`src/rtl/decode_issue_if.sv`:
```
// Decode/issue stage boundary: fetch-side handshake, EXE-side handshake,
// pending write-destination scoreboard inputs and regfile read port.
// "slave" is the decode/issue stage; "master" is the surrounding pipeline.
interface decode_issue_if #(
  parameter int STALL_CNT_W = 32
);
  logic                   IF_over;
  logic [63:0]            IF_ID_bus;
  logic                   cancel;
  logic                   EXE_allow_in;
  logic [4:0]             EXE_wdest;
  logic [4:0]             MEM_wdest;
  logic [4:0]             WB_wdest;
  logic [31:0]            rs_value;
  logic [31:0]            rt_value;
  logic [4:0]             rs;
  logic [4:0]             rt;
  logic                   ID_allow_in;
  logic                   ID_over;
  logic [32:0]            jbr_bus;
  logic [127:0]           ID_EXE_bus;
  logic [STALL_CNT_W-1:0] stall_cnt;

  modport master (
    output IF_over, IF_ID_bus, cancel, EXE_allow_in,
    output EXE_wdest, MEM_wdest, WB_wdest, rs_value, rt_value,
    input  rs, rt, ID_allow_in, ID_over, jbr_bus, ID_EXE_bus, stall_cnt
  );

  modport slave (
    input  IF_over, IF_ID_bus, cancel, EXE_allow_in,
    input  EXE_wdest, MEM_wdest, WB_wdest, rs_value, rt_value,
    output rs, rt, ID_allow_in, ID_over, jbr_bus, ID_EXE_bus, stall_cnt
  );
endinterface

```
`src/rtl/decode_issue.sv`:
```
// Decode/issue stage of a five-stage MIPS-style pipeline.
// Holds one instruction, stalls it on RAW hazards against EXE/MEM/WB
// destinations, resolves branches/jumps and hands {pc,inst,rs,rt} to EXE.
// Build option: define ID_STALL_CNT_EN to build the saturating hazard-stall
// counter; otherwise stall_cnt is tied to zero.
//
// state    | meaning
// ---------+-----------------------------------------------
// ST_EMPTY | no instruction held; stage accepts from fetch
// ST_HELD  | instruction held; waits for hazards and EXE
module decode_issue #(
  parameter int STALL_CNT_W = 32
) (
  input logic          clk,
  input logic          resetn,
  decode_issue_if.slave io
);

  typedef enum logic {
    ST_EMPTY = 1'b0,
    ST_HELD  = 1'b1
  } state_t;

  state_t      state_q, state_d;
  logic [31:0] pc_q, pc_d;
  logic [31:0] inst_q, inst_d;

  logic        id_valid;
  logic        hazard;
  logic        id_over;
  logic        id_allow_in;
  logic        rs_used;
  logic        rt_used;
  logic        br_cond;
  logic [31:0] br_target;
  logic        jbr_taken;

  logic [5:0]  op;
  logic [5:0]  funct;
  logic [4:0]  rs_a;
  logic [4:0]  rt_a;
  logic [31:0] seq_pc;
  logic [31:0] b_target;
  logic [31:0] j_target;

  assign op       = inst_q[31:26];
  assign funct    = inst_q[5:0];
  assign rs_a     = inst_q[25:21];
  assign rt_a     = inst_q[20:16];
  assign seq_pc   = pc_q + 32'd4;
  assign b_target = seq_pc + {{14{inst_q[15]}}, inst_q[15:0], 2'b00};
  assign j_target = {seq_pc[31:28], inst_q[25:0], 2'b00};

  assign id_valid    = (state_q == ST_HELD);
  assign id_over     = id_valid && !hazard && !io.cancel;
  assign id_allow_in = !id_valid || (id_over && io.EXE_allow_in);
  assign jbr_taken   = id_over && br_cond;

  assign io.rs          = rs_a;
  assign io.rt          = rt_a;
  assign io.ID_over     = id_over;
  assign io.ID_allow_in = id_allow_in;
  assign io.jbr_bus     = {jbr_taken, jbr_taken ? br_target : 32'd0};
  assign io.ID_EXE_bus  = {pc_q, inst_q, io.rs_value, io.rt_value};

  // Which register fields the held instruction actually reads.
  always_comb begin
    rs_used = 1'b1;
    rt_used = 1'b0;
    case (op)
      6'h00: begin
        rt_used = 1'b1;
        if (funct == 6'h00 || funct == 6'h02 || funct == 6'h03) rs_used = 1'b0;
      end
      6'h02, 6'h03, 6'h0F: rs_used = 1'b0;
      6'h04, 6'h05:        rt_used = 1'b1;
      6'h28, 6'h29, 6'h2A, 6'h2B, 6'h2E: rt_used = 1'b1;
      default: ;
    endcase
  end

  // RAW check against every in-flight destination; $0 is never a dependency.
  always_comb begin
    hazard = 1'b0;
    if (rs_used && rs_a != 5'd0 &&
        (rs_a == io.EXE_wdest || rs_a == io.MEM_wdest || rs_a == io.WB_wdest))
      hazard = 1'b1;
    if (rt_used && rt_a != 5'd0 &&
        (rt_a == io.EXE_wdest || rt_a == io.MEM_wdest || rt_a == io.WB_wdest))
      hazard = 1'b1;
    hazard = hazard && id_valid;
  end

  // Branch/jump condition and destination for the held instruction.
  always_comb begin
    br_cond   = 1'b0;
    br_target = 32'd0;
    case (op)
      6'h00: begin
        if (funct == 6'h08 || funct == 6'h09) begin
          br_cond   = 1'b1;
          br_target = io.rs_value;
        end
      end
      6'h01: begin
        br_target = b_target;
        if (rt_a == 5'd0)      br_cond = io.rs_value[31];
        else if (rt_a == 5'd1) br_cond = !io.rs_value[31];
      end
      6'h02, 6'h03: begin
        br_cond   = 1'b1;
        br_target = j_target;
      end
      6'h04: begin
        br_cond   = (io.rs_value == io.rt_value);
        br_target = b_target;
      end
      6'h05: begin
        br_cond   = (io.rs_value != io.rt_value);
        br_target = b_target;
      end
      6'h06: begin
        br_cond   = io.rs_value[31] || (io.rs_value == 32'd0);
        br_target = b_target;
      end
      6'h07: begin
        br_cond   = !io.rs_value[31] && (io.rs_value != 32'd0);
        br_target = b_target;
      end
      default: ;
    endcase
  end

  // Occupancy FSM: cancel kills, a new accept beats a same-cycle retire.
  always_comb begin
    state_d = state_q;
    pc_d    = pc_q;
    inst_d  = inst_q;
    if (io.cancel) begin
      state_d = ST_EMPTY;
    end else if (io.IF_over && id_allow_in) begin
      state_d = ST_HELD;
      pc_d    = io.IF_ID_bus[63:32];
      inst_d  = io.IF_ID_bus[31:0];
    end else if (id_over && io.EXE_allow_in) begin
      state_d = ST_EMPTY;
    end
  end

  // Stage registers; reset empties the stage and leaves a NOP at pc 0.
  always_ff @(posedge clk or negedge resetn) begin
    if (!resetn) begin
      state_q <= ST_EMPTY;
      pc_q    <= 32'd0;
      inst_q  <= 32'd0;
    end else begin
      state_q <= state_d;
      pc_q    <= pc_d;
      inst_q  <= inst_d;
    end
  end

`ifdef ID_STALL_CNT_EN
  logic [STALL_CNT_W-1:0] stall_cnt_q, stall_cnt_d;

  // Count hazard-stalled cycles, holding at all-ones.
  always_comb begin
    stall_cnt_d = stall_cnt_q;
    if (hazard && stall_cnt_q != {STALL_CNT_W{1'b1}})
      stall_cnt_d = stall_cnt_q + STALL_CNT_W'(1);
  end

  // Statistics register, cleared only by reset.
  always_ff @(posedge clk or negedge resetn) begin
    if (!resetn) stall_cnt_q <= {STALL_CNT_W{1'b0}};
    else         stall_cnt_q <= stall_cnt_d;
  end

  assign io.stall_cnt = stall_cnt_q;
`else
  assign io.stall_cnt = {STALL_CNT_W{1'b0}};
`endif

endmodule

```
`src/flat_wrapper.sv`:
```
// flat-port wrapper written by rule: the top's interface ports become plain ports
module decode_issue_flat 
#(
  parameter int STALL_CNT_W = 32
)
  (clk, resetn, io_IF_over, io_IF_ID_bus, io_cancel, io_EXE_allow_in, io_EXE_wdest, io_MEM_wdest, io_WB_wdest, io_rs_value, io_rt_value, io_rs, io_rt, io_ID_allow_in, io_ID_over, io_jbr_bus, io_ID_EXE_bus, io_stall_cnt);
  decode_issue_if #(.STALL_CNT_W(STALL_CNT_W)) io_i ();
  input logic clk;
  input logic resetn;
  input wire logic [$bits(io_i.IF_over)-1:0] io_IF_over;
  input wire logic [$bits(io_i.IF_ID_bus)-1:0] io_IF_ID_bus;
  input wire logic [$bits(io_i.cancel)-1:0] io_cancel;
  input wire logic [$bits(io_i.EXE_allow_in)-1:0] io_EXE_allow_in;
  input wire logic [$bits(io_i.EXE_wdest)-1:0] io_EXE_wdest;
  input wire logic [$bits(io_i.MEM_wdest)-1:0] io_MEM_wdest;
  input wire logic [$bits(io_i.WB_wdest)-1:0] io_WB_wdest;
  input wire logic [$bits(io_i.rs_value)-1:0] io_rs_value;
  input wire logic [$bits(io_i.rt_value)-1:0] io_rt_value;
  output wire logic [$bits(io_i.rs)-1:0] io_rs;
  output wire logic [$bits(io_i.rt)-1:0] io_rt;
  output wire logic [$bits(io_i.ID_allow_in)-1:0] io_ID_allow_in;
  output wire logic [$bits(io_i.ID_over)-1:0] io_ID_over;
  output wire logic [$bits(io_i.jbr_bus)-1:0] io_jbr_bus;
  output wire logic [$bits(io_i.ID_EXE_bus)-1:0] io_ID_EXE_bus;
  output wire logic [$bits(io_i.stall_cnt)-1:0] io_stall_cnt;
  assign io_i.IF_over = io_IF_over;
  assign io_i.IF_ID_bus = io_IF_ID_bus;
  assign io_i.cancel = io_cancel;
  assign io_i.EXE_allow_in = io_EXE_allow_in;
  assign io_i.EXE_wdest = io_EXE_wdest;
  assign io_i.MEM_wdest = io_MEM_wdest;
  assign io_i.WB_wdest = io_WB_wdest;
  assign io_i.rs_value = io_rs_value;
  assign io_i.rt_value = io_rt_value;
  assign io_rs = io_i.rs;
  assign io_rt = io_i.rt;
  assign io_ID_allow_in = io_i.ID_allow_in;
  assign io_ID_over = io_i.ID_over;
  assign io_jbr_bus = io_i.jbr_bus;
  assign io_ID_EXE_bus = io_i.ID_EXE_bus;
  assign io_stall_cnt = io_i.stall_cnt;
  decode_issue #(.STALL_CNT_W(STALL_CNT_W)) u_core (.clk(clk), .resetn(resetn), .io(io_i));
endmodule
```
`config.mk`:
```
export PLATFORM = sky130hd
export DESIGN_NAME = decode_issue_flat
export DESIGN_NICKNAME = d
export VERILOG_FILES = /design/src/rtl/decode_issue_if.sv /design/src/rtl/decode_issue.sv /design/src/flat_wrapper.sv
export SDC_FILE = /design/constraint.sdc
export NUM_CORES = 1
export LEC_CHECK = 0
export CORE_UTILIZATION = 29
export CTS_CLUSTER_DIAMETER = 200
export DETAILED_ROUTE_END_ITERATION = 6
export HOLD_SLACK_MARGIN = 0.06
export PLACE_DENSITY = 0.67
export SKIP_CTS_REPAIR_TIMING = 1
export SKIP_LAST_GASP = 1
export SLEW_MARGIN = 10
export SYNTH_ARGS = -nofsm -noshare
export SYNTH_HDL_FRONTEND = slang
export SYNTH_SLANG_ARGS = --single-unit
```
`constraint.sdc`:
```
create_clock -name clk -period 3.8 [get_ports clk]
set_input_delay 0.38 -clock clk [delete_from_list [all_inputs] [get_ports clk]]
set_output_delay 0.38 -clock clk [all_outputs]
set_load 0.01 [all_outputs]
```
==> metrics.md, run 1 <==
| Metric | Value |
|---|---|
| Final min period | `4.226 ns` |
| Syn-to-layout area delta | `67.08%` |
| Pint | `0.003302 W` |
| Clock power frac | `16.1%` |
| Max transition margin | `39.48%` |
| Final Hold Fails | `0` |
| Worst-path fanout max | `4` |
| Slew Viols, Final | `0` |
| Seq pwr share | `18.3%` |
| Lkg Pwr | `5.655 nW` |
| CTS buffer count | `9` |
| Sequential area share after synthesis | `21.80%` |
| Clock Tree Root | `clkbuf_16` |
| Area post-placement | `0.01156 mm²` |
| CP Cell Sequence | `nand4_1 -> nor3_4 -> inv_2 -> or3_4 -> xnor2_2 -> ha_1 -> buf_4 -> a21oi_4 -> o21ai_2 -> or4b_4 -> a31o_4 -> o22ai_2 -> o31ai_2 -> a21oi_1 -> buf_2` |
| Reg2Reg Depth | `11` |
| Starting Density | `29.63%` |
| Die ar. | `0.02637 mm²` |
| CTS H-tree depth | `3` |
| CTS Sinks | `65` |
| DRC violations left | `0` |
| Worst Hold Margin | `0.1512 ns` |
| Gr busiest metal | `met2` |
| GRT met3 Usage | `3.616%` |
| Hold Crit Class | `in2async` |
| Final WL | `31340 µm` |
| PD cells | `435.8 mW/mm²` |
| Outcome | `finished, violations left` |
| Max-Cap Viols | `0` |
| Vias per inst | `4.807` |
| Post-synthesis cell area | `0.007461 mm²` |
| Setup crit end kind | `primary output` |
| TritonCTS clock tree | `yes` |
| Worst Skew | `0.01075 ns` |
| Worst setup margin | `-0.4263 ns` |
| Layout cells sized above 1 | `30.70%` |
| # port buffers | `320` |
| Global placement routability congestion | `0.8845` |
| RSZ-0062 raised after global routing | `yes` |
| Total track usage | `22.86%` |
| 1st-iter DRT viols | `371` |
| Standard-cell rows | `58` |
| P_sw | `0.002131 W` |
| Chip height | `approximately 160 µm` |
| Final period util | `111.2%` |
| Antenna violations before repair | `3` |
| CTS clock-pin slew for the worst setup and hold paths | `about 0.07 ns` |
| Most frequent cells in the layout | `clkdlybuf4s50_1 (288), buf_4 (204), xnor2_1 (66)` |
| R2R setup slack | `0.54 ns` |
| Nets@finish | `about 1400` |
| Final Instance Area | `0.01247 mm²` |
| Worst VDD drop | `0.2569 mV` |
| Synthesis Warnings | `0` |
| 1st-pass router iterations | `5` |
| Synth Register Bits | `65` |
| Pin count of the biggest net entering global routing | `66` |
| Core area | `0.02518 mm²` |
| Comb power frac | `65.6%` |
| Worst path max stage delay | `0.50 ns` |
| Crit Path Category | `reg2out` |
| Met1 Usage GRT | `29.84%` |
| Final Setup Violations | `15` |
| Post-DRT Antenna Nets | `0` |
| Distinct cells, synth | `60` |
| Syn_area_per_cell | `~9 µm²` |
| Fmax | `236.6 MHz` |
| Switching part of the total | `39.22%` |
| Post-DP HPWL | `25510 µm` |
| Final Power | `0.005433 W` |
| Clock Latency Late Sink | `0.35 ns` |
| TNS Setup | `-3.514 ns` |
| CP max-delay cell | `or4b_4` |
| Async SR Flop Fraction | `100.0%` |
| GR Util met2 | `38.17%` |
| Cell count after synthesis | `833` |
| Least-Margin Pin Slew | `0.9078 ns` |
| Commonest non-fill, non-tap cell in the layout | `clkdlybuf4s50_1` |
| Post-synth EDFFs | `0` |
| Overflow after GRT | `0` |
| Startpoint types | `register` |
| Dominant synthesized flop cell | `dfrtp_1` |
| First-pass GRT wire length | `45100 µm` |
| Clock Path Buffers | `2` |
| Failing checks | `negative setup slack` |
| Die Wd | `162.4 µm` |
| Crit path arrival time | `3.85 ns` |
| DR WL/cell | `19.62 µm` |
| Required @ worst endpoint | `between 3 and 4 ns` |
| Top-level port count | `around 350` |
| Vias | `7677` |
| Vias in the first global route | `about 7500` |
==> per-layer routing <==
layer / vias to the layer above / share of wire [%]
met5: - / 0
met4: 0 / 2.3
met3: 41 / 5.7
met2: 275 / 48
met1: 3647 / 44
li1: 3714 / -
==> sequential cells by signal, indices dropped and copies added, names as in the netlist <==
| signal | flops |
|---|---|
| u_core.inst_q | 32 |
| u_core.pc_q | 32 |
| u_core.id_valid | 1 |
==> synth_stat cells, types with 4 or more instances <==
| library cell | number | share of area, % |
|---|---|---|
| and3_1 | 17 | 1.4 |
| o21a_1 | 13 | 1.3 |
| ha_1 | 35 | 5.9 |
| nor2b_1 | 6 | 0.50 |
| buf_2 | 5 | 0.34 |
| mux2_2 | 4 | 0.60 |
| a31oi_1 | 11 | 0.92 |
| a221oi_1 | 9 | 1.1 |
| nand3_1 | 20 | 1.3 |
| and2_1 | 6 | 0.50 |
| buf_4 | 108 | 11 |
| a211oi_1 | 6 | 0.60 |
| nor3_1 | 24 | 1.6 |
| nand4_1 | 21 | 1.8 |
| dfrtp_1 | 65 | 22 |
| or4_1 | 4 | 0.40 |
| o21bai_1 | 4 | 0.40 |
| a21oi_1 | 47 | 3.2 |
| xnor2_1 | 71 | 8.3 |
| buf_12 | 7 | 1.9 |
| xor2_1 | 37 | 4.3 |
| inv_1 | 19 | 0.96 |
| nor2_1 | 44 | 2.2 |
| a22oi_1 | 20 | 2.0 |
| o21ai_0 | 21 | 1.4 |
| mux2_4 | 60 | 12 |
| mux2i_1 | 4 | 0.54 |
| nand2_1 | 42 | 2.1 |
| clkbuf_1 | 24 | 1.2 |
| a21o_1 | 14 | 1.4 |
| or3_1 | 5 | 0.42 |
| nor4_1 | 15 | 1.3 |
==> worst max-delay path, delay by kind of cell, from the launching register on <==
kind | cells | cell delay, ns
compound gates | 6 | 0.87
xor+xnor | 1 | 0.14
fa+ha+maj | 1 | 0.33
buf+inv | 3 | 0.36
flops | 1 | 0.39
simple gates | 4 | 1.42
==> layout make-up <==
cell class                 instances  area [µm²]
fill                            2407       12720
multi-input combinational        634        5255
timing repair buffer             530        4788
sequential                        65        1632
tap                              330       412.9
clock buffer                      12       246.5
inverter                          19       71.32
clock inverter                     4       52.55
antenna                            3       7.507
==> path summary, 6_finish.rpt <==
kind                                                    from                           end
worst min register to register    u_core.pc_q[1]$_DFFE_PN0P_    u_core.pc_q[1]$_DFFE_PN0P_
worst max-delay path              u_core.pc_q[5]$_DFFE_PN0P_                io_jbr_bus[31]
worst max register to register  u_core.inst_q[2]$_DFFE_PN0P_    u_core.pc_q[3]$_DFFE_PN0P_
max in group asynchronous                             resetn   u_core.pc_q[12]$_DFFE_PN0P_
min in group clk                  u_core.pc_q[1]$_DFFE_PN0P_    u_core.pc_q[1]$_DFFE_PN0P_
worst min-delay path                                  resetn  u_core.inst_q[5]$_DFFE_PN0P_
==> per-stage QoR <==
step	instances	setup slack [ns]	util [%]
after floorplan	864	0.02138	-
after global placement	1556	-0.4534	45.92
after detailed placement	1556	-0.5324	45.92
after CTS	1572	-0.9117	47.10
after global routing	1597	-0.6735	49.50
final	1597	-0.4263	49.50
==> cells by family after synthesis <==
kind of cell    after synthesis  synth area share [%]
simple gates                220                 15.43
compound gates              170                 15.14
buf+inv                     165                 15.55
xor+xnor                    108                 12.68
mux                          68                 13.21
flops                        65                 21.80
fa+ha+maj                    36                 6.138
other cells                   1               0.05026
==> power groups by stage <==
| stage | Clock, W | Combinational, W | Sequential [W] |
|---|---|---|---|
| CTS | 0.000904 | 0.00320 | 0.000989 |
| detailed placement | 0 | 0.00318 | 0.00100 |
| finish | 0.000877 | 0.00356 | 0.000992 |
| floorplan | 0 | 0.00159 | 0.00106 |
| global placement | 0 | 0.00315 | 0.000995 |
| global route | 0.000931 | 0.00384 | 0.00101 |
Power figures use the tool's default switching activity.
==> run 2, diff against run 1 <==
--- a/config.mk
+++ b/config.mk
@@ -9,7 +9,7 @@
 export CTS_CLUSTER_DIAMETER = 200
 export DETAILED_ROUTE_END_ITERATION = 6
 export HOLD_SLACK_MARGIN = 0.06
-export PLACE_DENSITY = 0.67
+export PLACE_DENSITY = 0.6
 export SKIP_CTS_REPAIR_TIMING = 1
 export SKIP_LAST_GASP = 1
 export SLEW_MARGIN = 10
==> metrics.md, run 2 (same netlist as run 1, synthesis figures left out) <==
| Metric | Value |
|---|---|
| Vias | `7626 (-0.66%)` |
| Antenna violations before repair | `2 (-1)` |
| Nets@finish | `1437 (-0.42%)` |
| Crit path arrival time | `3.82 ns (-0.03 ns)` |
| PD cells | `431.0 mW/mm² (-1.1%)` |
| Worst-path fanout max | `5 (+1)` |
| Die ar. | `0.02637 mm² (unchanged)` |
| Overflow after GRT | `0 (unchanged)` |
| Pin count of the biggest net entering global routing | `66 (unchanged)` |
| Die Wd | `162.4 µm (unchanged)` |
| Starting Density | `29.63% (unchanged)` |
| Top-level port count | `353 (unchanged)` |
| Startpoint types | `register` |
| Setup crit end kind | `primary output` |
| # port buffers | `320 (unchanged)` |
| CTS H-tree depth | `3 (unchanged)` |
| Total track usage | `22.02% (-0.84 points)` |
| Fmax | `238.3 MHz (+0.73%)` |
| Lkg Pwr | `5.479 nW (-3.1%)` |
| Standard-cell rows | `58 (unchanged)` |
| Required @ worst endpoint | `3.42 ns (about the same)` |
| Global placement routability congestion | `0.8697 (-1.7%)` |
| RSZ-0062 raised after global routing | `yes` |
| Vias per inst | `4.799 (-0.16%)` |
| Clock Path Buffers | `2 (unchanged)` |
| Failing checks | `negative setup slack` |
| Storage cell area | `0.001632 mm² (unchanged)` |
| First-pass GRT wire length | `43590 µm (-3.4%)` |
| Final WL | `30340 µm (-3.2%)` |
| Final Instance Area | `0.01240 mm² (-0.53%)` |
| Multi-input logic area | `0.005278 mm² (+0.43%)` |
| 1st-pass router iterations | `5 (unchanged)` |
| Max transition margin | `32.82% (-6.7 points)` |
| DR WL/cell | `19.09 µm (-2.7%)` |
| Filler Cell Count | `2451 (+1.8%)` |
| Worst VDD drop | `0.2193 mV (-15%)` |
| Worst setup margin | `-0.3957 ns (+0.03055 ns)` |
| Outcome | `finished, violations left` |
| Most frequent cells in the layout | `clkdlybuf4s50_1 (295), buf_4 (201), xnor2_1 (67)` |
| Final min period | `4.196 ns (-0.03055 ns)` |
| Max-Cap Viols | `0 (unchanged)` |
| 1st-iter DRT viols | `336 (-9.4%)` |
| CTS Sinks | `65 (unchanged)` |
| Post-DRT Antenna Nets | `0 (unchanged)` |
| Least-Margin Pin Slew | `1.001 ns (+0.09316 ns)` |
| Clock Tree Root | `clkbuf_16` |
| CTS buffer count | `9 (unchanged)` |
| Worst Hold Margin | `0.1747 ns (+0.02347 ns)` |
| Core area | `0.02518 mm² (unchanged)` |
| DRC violations left | `0 (unchanged)` |
| Syn-to-layout area delta | `66.19%` |
| CTS clock-pin slew for the worst setup and hold paths | `0.05 ns (-0.02 ns)` |
| Crit Path Category | `reg2out` |
| Post-DP HPWL | `24620 µm (-3.5%)` |
| Final period util | `110.4% (-0.80 points)` |
| Post-place setup slack | `-0.5151 ns (+0.01734 ns)` |
| TritonCTS clock tree | `yes` |
| Vias in the first global route | `7346 (-2.6%)` |
| Worst Skew | `0.007765 ns (-0.002989 ns)` |
| Commonest non-fill, non-tap cell in the layout | `clkdlybuf4s50_1` |
| Layout cells sized above 1 | `30.45% (-0.25 points)` |
| Chip height | `162.4 µm (unchanged)` |
| Hold Crit Class | `in2async` |
| Clock Latency Late Sink | `0.35 ns (about the same)` |
| Slew Viols, Final | `0 (unchanged)` |
| Area post-placement | `0.01154 mm² (-0.15%)` |
| Final Setup Violations | `16 (+1)` |
| Final Hold Fails | `0 (unchanged)` |
[run 2: routing by layer]
| layer | global-route usage, % | share of wire [%] | vias up |
|---|---|---|---|
| met2 | 37.55 | 49 | 274 |
| met4 | 4.588 | 1.4 | 2 |
| met5 | 0 | 0.043 | - |
| li1 | - | - | 3701 |
| met3 | 4.507 | 6.5 | 27 |
| met1 | 28.52 | 44 | 3622 |
[run 2: final cells by class]
cell class,count,area share [%]
Clock inverter,6,0.3633
Sequential cell,65,13.16
Clock buffer,10,1.847
Tap cell,330,3.330
Timing Repair Buffer,524,38.14
Inverter,19,0.5752
Multi-Input combinational cell,634,42.56
Antenna cell,1,0.02018
[run 2: worst max-delay path, cell delays in order, from the launching register on]
cell and delay (ns):
dfrtp_1 0.38, nand4_1 0.18, nor3_4 0.35, inv_2 0.07
or3_4 0.40, xnor2_2 0.14, ha_1 0.34, a21oi_2 0.24
o21ai_2 0.08, or4b_4 0.49, a31o_4 0.24, o22ai_2 0.17
o31ai_2 0.10, a21oi_1 0.14, buf_2 0.15
[run 2: per-stage QoR]
| stage | total power, W | util (%) | setup TNS [ns] | cells |
|---|---|---|---|---|
| 6_report | 0.005344 | 49.24 | -3.587 | 1589 |
| 5_1_grt | 0.005697 | 49.24 | -8.063 | 1589 |
| 4_1_cts | 0.004961 | 46.93 | -13.35 | 1568 |
| 3_5_place_dp | 0.004134 | 45.85 | -5.460 | 1552 |
| 3_3_place_gp | 0.004116 | 45.85 | -4.867 | 1552 |
| 2_1_floorplan | 0.002656 | - | 0 | 864 |
[run 2: worst paths after layout]
check                           depth (start not counted)                    startpoint  slack (ns)                            to
min in group clk                                        1    u_core.pc_q[1]$_DFFE_PN0P_        0.54    u_core.pc_q[1]$_DFFE_PN0P_
worst max-delay path                                   14    u_core.pc_q[4]$_DFFE_PN0P_       -0.40                io_jbr_bus[31]
max in group asynchronous                               1                        resetn        2.99  u_core.inst_q[2]$_DFFE_PN0P_
worst min-delay path                                    1                        resetn        0.17    u_core.pc_q[8]$_DFFE_PN0P_
worst max register to register                         11  u_core.inst_q[2]$_DFFE_PN0P_        0.56   u_core.pc_q[26]$_DFFE_PN0P_
worst min register to register                          1    u_core.pc_q[1]$_DFFE_PN0P_        0.54    u_core.pc_q[1]$_DFFE_PN0P_
[run 2: power by group]
group | switching, W | internal, W | total (W)
Clock | 0.000346 | 0.000443 | 0.000789
Combinational | 0.00163 | 0.00194 | 0.00357
Sequential | 0.000156 | 0.000830 | 0.000986
